[src/rtl/ysyx_23060025_icache_axi_rd_pkg.sv]
// rtl/ysyx_23060025_icache_axi_rd_pkg.sv - shared AXI constants and FSM state encoding for the icache read master
package ysyx_23060025_icache_axi_rd_pkg;

  localparam logic [1:0] AXI_BURST_INCR  = 2'b01;
  localparam logic [1:0] AXI_RESP_OKAY   = 2'b00;
  localparam logic [2:0] AXI_ADDR_SIZE_4 = 3'b010;

  typedef enum logic [1:0] {
    ST_IDLE    = 2'd0,
    ST_ADDR    = 2'd1,
    ST_DATA    = 2'd2,
    ST_RELEASE = 2'd3
  } state_e;

endpackage

[src/rtl/ysyx_23060025_icache_axi_rd_if.sv]
// rtl/ysyx_23060025_icache_axi_rd_if.sv - icache refill request/beat signals plus AXI AR/R channels
interface ysyx_23060025_icache_axi_rd_if #(
  parameter int ID_W       = 4,
  parameter int ADDR_WIDTH = 32,
  parameter int DATA_WIDTH = 32
);

  // icache side
  logic [ADDR_WIDTH-1:0] in_paddr;
  logic                  in_psel;
  logic [7:0]            in_arlen;
  logic [2:0]            in_arsize;
  logic                  out_rvalid;
  logic                  out_rlast;
  logic [DATA_WIDTH-1:0] out_rdata;
  logic                  out_rerr;

  // AXI AR channel
  logic                  m_arvalid;
  logic                  m_arready;
  logic [ADDR_WIDTH-1:0] m_araddr;
  logic [ID_W-1:0]       m_arid;
  logic [7:0]            m_arlen;
  logic [2:0]            m_arsize;
  logic [1:0]            m_arburst;

  // AXI R channel
  logic                  m_rvalid;
  logic                  m_rready;
  logic [DATA_WIDTH-1:0] m_rdata;
  logic [1:0]            m_rresp;
  logic                  m_rlast;
  logic [ID_W-1:0]       m_rid;

  // the read master itself
  modport master (
    input  in_paddr, in_psel, in_arlen, in_arsize,
    output out_rvalid, out_rlast, out_rdata, out_rerr,
    output m_arvalid, m_araddr, m_arid, m_arlen, m_arsize, m_arburst,
    input  m_arready,
    input  m_rvalid, m_rdata, m_rresp, m_rlast, m_rid,
    output m_rready
  );

  // the icache plus AXI slave surrounding it
  modport slave (
    output in_paddr, in_psel, in_arlen, in_arsize,
    input  out_rvalid, out_rlast, out_rdata, out_rerr,
    input  m_arvalid, m_araddr, m_arid, m_arlen, m_arsize, m_arburst,
    output m_arready,
    output m_rvalid, m_rdata, m_rresp, m_rlast, m_rid,
    input  m_rready
  );

endinterface

[src/rtl/ysyx_23060025_icache_axi_rd.sv]
// rtl/ysyx_23060025_icache_axi_rd.sv - single-outstanding AXI4 burst read master feeding icache line refills
module ysyx_23060025_icache_axi_rd
  import ysyx_23060025_icache_axi_rd_pkg::*;
#(
  parameter int             ID_W       = 4,
  parameter logic [ID_W-1:0] AXI_ID    = '0,
  parameter int             ADDR_WIDTH = 32,
  parameter int             DATA_WIDTH = 32
) (
  input  logic                        clock,
  input  logic                        reset,
  ysyx_23060025_icache_axi_rd_if.master bus
);

  state_e                r_state;
  logic                  r_arvalid;
  logic                  r_rready;
  logic                  r_rerr;
  logic [7:0]            r_cnt;
  logic [ADDR_WIDTH-1:0] r_araddr;
  logic [7:0]            r_arlen;
  logic [2:0]            r_arsize;

  logic                  w_accept;
  logic                  w_last;
  logic                  w_beat_err;
  logic [DATA_WIDTH-1:0] w_rdata;

  // r_rready is only high in DATA, so foreign-ID beats are drained but never forwarded
  assign w_accept   = r_rready & bus.m_rvalid & (bus.m_rid == AXI_ID);
  // burst termination follows our own beat count; the slave's RLAST is only cross-checked
  assign w_last     = (r_cnt == r_arlen);
  assign w_beat_err = (bus.m_rresp != AXI_RESP_OKAY) | (bus.m_rlast != w_last);
  assign w_rdata    = w_accept ? bus.m_rdata : '0;

  assign bus.out_rvalid = w_accept;
  assign bus.out_rlast  = w_accept & w_last;
  assign bus.out_rdata  = w_rdata;
  assign bus.out_rerr   = r_rerr;

  assign bus.m_arvalid  = r_arvalid;
  assign bus.m_araddr   = r_araddr;
  assign bus.m_arid     = AXI_ID;
  assign bus.m_arlen    = r_arlen;
  assign bus.m_arsize   = r_arsize;
  assign bus.m_arburst  = AXI_BURST_INCR;
  assign bus.m_rready   = r_rready;

  // request FSM: latch refill, issue one AR, count R beats, then wait for psel to drop
  always_ff @(posedge clock) begin
    if (!reset) begin
      r_state   <= ST_IDLE;
      r_arvalid <= 1'b0;
      r_rready  <= 1'b0;
      r_rerr    <= 1'b0;
      r_cnt     <= 8'd0;
      r_araddr  <= '0;
      r_arlen   <= 8'd0;
      r_arsize  <= AXI_ADDR_SIZE_4;
    end else begin
      case (r_state)
        ST_IDLE: begin
          if (bus.in_psel) begin
            r_araddr  <= bus.in_paddr;
            r_arlen   <= bus.in_arlen;
            r_arsize  <= bus.in_arsize;
            r_rerr    <= 1'b0;
            r_cnt     <= 8'd0;
            r_arvalid <= 1'b1;
            r_state   <= ST_ADDR;
          end
        end
        ST_ADDR: begin
          if (bus.m_arready) begin
            r_arvalid <= 1'b0;
            r_rready  <= 1'b1;
            r_state   <= ST_DATA;
          end
        end
        ST_DATA: begin
          if (w_accept) begin
            r_cnt <= r_cnt + 8'd1;
            if (w_beat_err) begin
              r_rerr <= 1'b1;
            end
            if (w_last) begin
              r_rready <= 1'b0;
              r_state  <= ST_RELEASE;
            end
          end
        end
        ST_RELEASE: begin
          // icache's psel is registered and lingers a cycle past rlast
          if (!bus.in_psel) begin
            r_state <= ST_IDLE;
          end
        end
        default: r_state <= ST_IDLE;
      endcase
    end
  end

endmodule
[src/flat_wrapper.sv]
// flat-port wrapper written by rule: the top's interface ports become plain ports
module ysyx_23060025_icache_axi_rd_flat import ysyx_23060025_icache_axi_rd_pkg::*;
#(
  parameter int             ID_W       = 4,
  parameter logic [ID_W-1:0] AXI_ID    = '0,
  parameter int             ADDR_WIDTH = 32,
  parameter int             DATA_WIDTH = 32
)
  (clock, reset, bus_in_paddr, bus_in_psel, bus_in_arlen, bus_in_arsize, bus_out_rvalid, bus_out_rlast, bus_out_rdata, bus_out_rerr, bus_m_arvalid, bus_m_araddr, bus_m_arid, bus_m_arlen, bus_m_arsize, bus_m_arburst, bus_m_arready, bus_m_rvalid, bus_m_rdata, bus_m_rresp, bus_m_rlast, bus_m_rid, bus_m_rready);
  ysyx_23060025_icache_axi_rd_if #(.ID_W(ID_W), .ADDR_WIDTH(ADDR_WIDTH), .DATA_WIDTH(DATA_WIDTH)) bus_i ();
  input  logic clock;
  input  logic reset;
  input wire logic [$bits(bus_i.in_paddr)-1:0] bus_in_paddr;
  input wire logic [$bits(bus_i.in_psel)-1:0] bus_in_psel;
  input wire logic [$bits(bus_i.in_arlen)-1:0] bus_in_arlen;
  input wire logic [$bits(bus_i.in_arsize)-1:0] bus_in_arsize;
  output wire logic [$bits(bus_i.out_rvalid)-1:0] bus_out_rvalid;
  output wire logic [$bits(bus_i.out_rlast)-1:0] bus_out_rlast;
  output wire logic [$bits(bus_i.out_rdata)-1:0] bus_out_rdata;
  output wire logic [$bits(bus_i.out_rerr)-1:0] bus_out_rerr;
  output wire logic [$bits(bus_i.m_arvalid)-1:0] bus_m_arvalid;
  output wire logic [$bits(bus_i.m_araddr)-1:0] bus_m_araddr;
  output wire logic [$bits(bus_i.m_arid)-1:0] bus_m_arid;
  output wire logic [$bits(bus_i.m_arlen)-1:0] bus_m_arlen;
  output wire logic [$bits(bus_i.m_arsize)-1:0] bus_m_arsize;
  output wire logic [$bits(bus_i.m_arburst)-1:0] bus_m_arburst;
  input wire logic [$bits(bus_i.m_arready)-1:0] bus_m_arready;
  input wire logic [$bits(bus_i.m_rvalid)-1:0] bus_m_rvalid;
  input wire logic [$bits(bus_i.m_rdata)-1:0] bus_m_rdata;
  input wire logic [$bits(bus_i.m_rresp)-1:0] bus_m_rresp;
  input wire logic [$bits(bus_i.m_rlast)-1:0] bus_m_rlast;
  input wire logic [$bits(bus_i.m_rid)-1:0] bus_m_rid;
  output wire logic [$bits(bus_i.m_rready)-1:0] bus_m_rready;
  assign bus_i.in_paddr = bus_in_paddr;
  assign bus_i.in_psel = bus_in_psel;
  assign bus_i.in_arlen = bus_in_arlen;
  assign bus_i.in_arsize = bus_in_arsize;
  assign bus_out_rvalid = bus_i.out_rvalid;
  assign bus_out_rlast = bus_i.out_rlast;
  assign bus_out_rdata = bus_i.out_rdata;
  assign bus_out_rerr = bus_i.out_rerr;
  assign bus_m_arvalid = bus_i.m_arvalid;
  assign bus_m_araddr = bus_i.m_araddr;
  assign bus_m_arid = bus_i.m_arid;
  assign bus_m_arlen = bus_i.m_arlen;
  assign bus_m_arsize = bus_i.m_arsize;
  assign bus_m_arburst = bus_i.m_arburst;
  assign bus_i.m_arready = bus_m_arready;
  assign bus_i.m_rvalid = bus_m_rvalid;
  assign bus_i.m_rdata = bus_m_rdata;
  assign bus_i.m_rresp = bus_m_rresp;
  assign bus_i.m_rlast = bus_m_rlast;
  assign bus_i.m_rid = bus_m_rid;
  assign bus_m_rready = bus_i.m_rready;
  ysyx_23060025_icache_axi_rd #(.ID_W(ID_W), .AXI_ID(AXI_ID), .ADDR_WIDTH(ADDR_WIDTH), .DATA_WIDTH(DATA_WIDTH)) u_core (.clock(clock), .reset(reset), .bus(bus_i));
endmodule
[config.mk]
export PLATFORM = sky130hd
export DESIGN_NAME = ysyx_23060025_icache_axi_rd_flat
export DESIGN_NICKNAME = d
export VERILOG_FILES = /design/src/rtl/ysyx_23060025_icache_axi_rd_pkg.sv /design/src/rtl/ysyx_23060025_icache_axi_rd_if.sv /design/src/rtl/ysyx_23060025_icache_axi_rd.sv /design/src/flat_wrapper.sv
export SDC_FILE = /design/constraint.sdc
export NUM_CORES = 1
export LEC_CHECK = 0
export CAP_MARGIN = 10
export CORE_ASPECT_RATIO = 0.75
export CORE_MARGIN = 4
export CORE_UTILIZATION = 39
export DETAILED_ROUTE_END_ITERATION = 10
export PLACE_DENSITY = 0.95
export SLEW_MARGIN = 5
export SYNTH_ARGS = -nofsm -noshare
export SYNTH_HDL_FRONTEND = slang
export SYNTH_SLANG_ARGS = --single-unit
[constraint.sdc]
create_clock -name clock -period 2.7 [get_ports clock]
set_input_delay 0.405 -clock clock [delete_from_list [all_inputs] [get_ports clock]]
set_output_delay 0.405 -clock clock [all_outputs]
set_load 0.01 [all_outputs]
==> results.txt <==
----------------------------------------------------
[Floorplan]
  Total number of placement rows ... 25
  Die area ... 0.00827 mm^2
  Horizontal die dimension ... 104 um
  Core outline area ... 0.00647 mm^2
  Number of primary I/O pins ... 173
  Initial cell density of the core ... 41.3%
  Vert. Die Dim ... 79.7 um

[Synth]
  Flop and latch count out of synthesis ... 56
  Share of synthesized flip-flops with an asynchronous set or reset ... 0%
  Top cell types by occurrence after synthesis ... sky130_fd_sc_hd__nand2_1, sky130_fd_sc_hd__dfxtp_1, sky130_fd_sc_hd__a21boi_0
  Cell with the most instances after synthesis ... sky130_fd_sc_hd__nand2_1
  Cell area after synthesis ... 0.00268 mm^2
  Largest family of logic cells by synthesized area ... simple AND/OR/NAND/NOR gates
  Post-synth EDFFs ... 0
  Mux share of post-synthesis cell area ... 0.748%
  Simple-Gate Fraction of Synth Area ... 27.2%
  Yosys warning total ... 0
  Count of distinct cell types in the synthesized netlist ... 32
  Seq/Total Area, Yosys ... 41.9%
  Post-synthesis share of cell area spent on xor and xnor gates ... 4.58%
  Compound-Gate Fraction of Synth Area ... 17.8%
  Adder and majority gate portion of the synthesized area ... 2.34%
  Area share of the leading cell type in the synthesized netlist ... 41.9%
  Leading area contributor after synthesis ... sky130_fd_sc_hd__dfxtp_1
  Average instance area after synthesis ... 8.23 um^2
  Synth Flop Type ... sky130_fd_sc_hd__dfxtp_1
  Gate count of the mapped netlist ... 325
  Top cells by area in the synthesized netlist ... sky130_fd_sc_hd__dfxtp_1, sky130_fd_sc_hd__nand2_1, sky130_fd_sc_hd__a21boi_0

[Power]
  Static Leak ... 2.21 nW
  Pwr Density ... 590 mW/mm^2
  Worst-case vdd ir drop ... 0.432 mV

[Setup path]
  Critical-path maximum fanout ... 17
  Nature of the critical path startpoint ... primary input
  Critical path required time ... 2300 ps
  Maximum single-stage delay on the critical path ... 540 ps
  Slowest library cell on the worst path ... sky130_fd_sc_hd__clkdlybuf4s50_1
  Data arrival, critical path ... 2240 ps
  Cell type with the highest occurrence count on the critical path ... sky130_fd_sc_hd__clkdlybuf4s50_1
  Critical path class ... in -> out
  Sequence of cells on the critical path ... clkdlybuf4s50_1 -> nor4_4 -> nand3_4 -> inv_4 -> buf_12 -> and2_1 -> clkdlybuf4s50_1
  Critical Path End Type ... primary output

[Placed design]
  Number of buffers inserted by port buffering ... 166
  Cell Area, Placed ... 0.00440 mm^2
  # placed instances ... 558
  Global placer's final weighted congestion ... 0.730
  Sum of net half-perimeters after detailed placement ... 6740 um

[STA]
  Relative slew margins ... 54.8%
  Post-route setup TNS ... 0 ps
  Maximum operating frequency ... 379 MHz
  Post-layout min period ... 2640 ps
  Final setup fails ... 0
  Final critical-path share of the clock period ... 97.8%
  Setup clock skew after layout ... 4.63 ps
  Measured slew at the worst slew-check pin ... 676 ps
  Number of hold-slack violations in the final timing report ... 0
  Count of final max-slew check failures ... 0

[Global routing]
  Overall routing resource usage ... 20.2%
  Pin count of the biggest net entering global routing ... 46
  Antenna violations before repair ... 0
  Number of global-route vias before repair ... 2,789
  Final global-route overflow total ... 0
  Wire length of the first global-routing pass ... 13,800 um

[Finish]
  Layout cell share with drive strength beyond 1 ... 4.73%
  Design Area, Final ... 0.00461 mm^2
  Net count reported at finish ... 577
  Antenna diodes ... 0
  Area growth syn-to-layout ... 72.4%
  Count of placed standard cells in the final layout, fillers left out ... 567

[Clock tree]
  CTS clk-pin slew, worst paths ... 100 ps
  Num Clock Sinks ... 56
  # H-tree levels ... 2
  Clock latency of the later-clocked register in the worst-skew pair ... 300 ps
  Buffer type at the clock tree root ... sky130_fd_sc_hd__clkbuf_8
  Total clock buffers created by CTS ... 5
  Clock tree from TritonCTS ... built
  Max Root-Sink Buffers ... 2

[Routing]
  Routed wire length per instance ... 16.0 um
  Via density per instance ... 4.91
  Via count of the routed design ... 2,785
  Detailed Route Iter0 Violations ... 152
  Drc violations ... 0
  Post-route antenna net violation count ... 0
  Number of iterations in the first detailed-routing pass ... 4
  Sum of routed wire length over all layers ... 9050 um

[Hold path]
  Classification of the worst-slack hold path ... reg -> reg

[Run status]
  Status ... finished, final reports clean

[Job]
  Number of max-cap violations ... 0

----------------------------------------------------
per-layer routing:
metal	up-vias	GRT usage, %	part of all wire, %
li1	1360	-	-
met1	1321	23.2	40
met2	89	37.4	52
met3	15	5.98	6.8
met4	0	5.05	1.5
met5	-	0	0
cell usage in the layout, fill, tap and decap left out, types with 2 or more instances in the layout:
master,count
sky130_fd_sc_hd__a2111oi_2,3
sky130_fd_sc_hd__a211oi_1,3
sky130_fd_sc_hd__a21boi_0,42
sky130_fd_sc_hd__a21oi_1,4
sky130_fd_sc_hd__and2_1,33
sky130_fd_sc_hd__buf_4,6
sky130_fd_sc_hd__clkbuf_8,5
sky130_fd_sc_hd__clkdlybuf4s50_1,136
sky130_fd_sc_hd__conb_1,6
sky130_fd_sc_hd__dfxtp_1,56
sky130_fd_sc_hd__dlymetal6s2s_1,30
sky130_fd_sc_hd__ha_1,5
sky130_fd_sc_hd__inv_1,5
sky130_fd_sc_hd__mux2i_1,2
sky130_fd_sc_hd__nand2_1,92
sky130_fd_sc_hd__nand2b_1,3
sky130_fd_sc_hd__nand3_1,6
sky130_fd_sc_hd__nand4_1,3
sky130_fd_sc_hd__nor2_1,8
sky130_fd_sc_hd__nor3_1,3
sky130_fd_sc_hd__o21a_1,3
sky130_fd_sc_hd__o21ai_0,2
sky130_fd_sc_hd__xnor2_1,14
state kept, by name, indices dropped and copies added (netlist names):
signal,flops
u_core.bus.m_araddr,32
u_core.bus.m_arlen,8
u_core.r_cnt,8
u_core.bus.m_arsize,3
u_core.r_state,2
u_core.bus.m_arvalid,1
u_core.bus.m_rready,1
u_core.bus.out_rerr,1
critical path: cells and delay by family:
family / cells / cell delay, ps
simple gates: 3 / 610
buf+inv: 4 / 1220
per-stage QoR:
step           setup slack, ps  utilization, %  hold WS, ps  total power, mW
3_3_place_gp              71.5            68.0          448             2.16
3_5_place_dp              22.5            68.0          460             2.21
2_1_floorplan              819               -          468             1.66
4_1_cts                   11.5            69.7          474             2.75
6_report                  59.2            71.2          469             2.72
5_1_grt                  -19.8            71.2          488             2.91
final timing paths:
path	depth (start not counted)	slack (ps)	end	start
setup / recovery	7	60	bus_out_rdata[28]	bus_m_rid[3]
hold / removal	2	470	u_core.bus.m_arsize[0]	u_core.bus.m_arsize[0]
setup reg to reg	7	490	u_core.r_cnt[7]	u_core.r_state[0]
hold reg to reg	2	470	u_core.bus.m_arsize[0]	u_core.bus.m_arsize[0]
cell families after synthesis:
| family | count (synthesis) |
|---|---|
| compound gates | 62 |
| simple gates | 153 |
| fa+ha+maj | 5 |
| flops | 56 |
| xor+xnor | 14 |
| buf+inv | 31 |
| other cells | 2 |
| mux | 2 |
where the power goes:
group | switching [mW] | internal [mW]
sequential | 0.101 | 0.974
clock | 0.262 | 0.276
combinational | 0.569 | 0.541
layout make-up:
cell class	count	area [um^2]
Tap cell	81	101
Inverter	6	25.0
Clock buffer	6	72.6
Fill cell	502	1860
Timing Repair Buffer	174	1830
Multi-Input combinational cell	242	1430
Sequential cell	56	1120
Clock inverter	2	35.0
what timing repair did:
item | CTS | global route
buffers inserted | 0 | 0
hold endpoints to repair | 0 | 0
resized for setup | 0 | 32
hold buffers | 0 | 0
setup endpoints to repair | 0 | 33
Note: power is estimated with default switching activity, not from simulation.
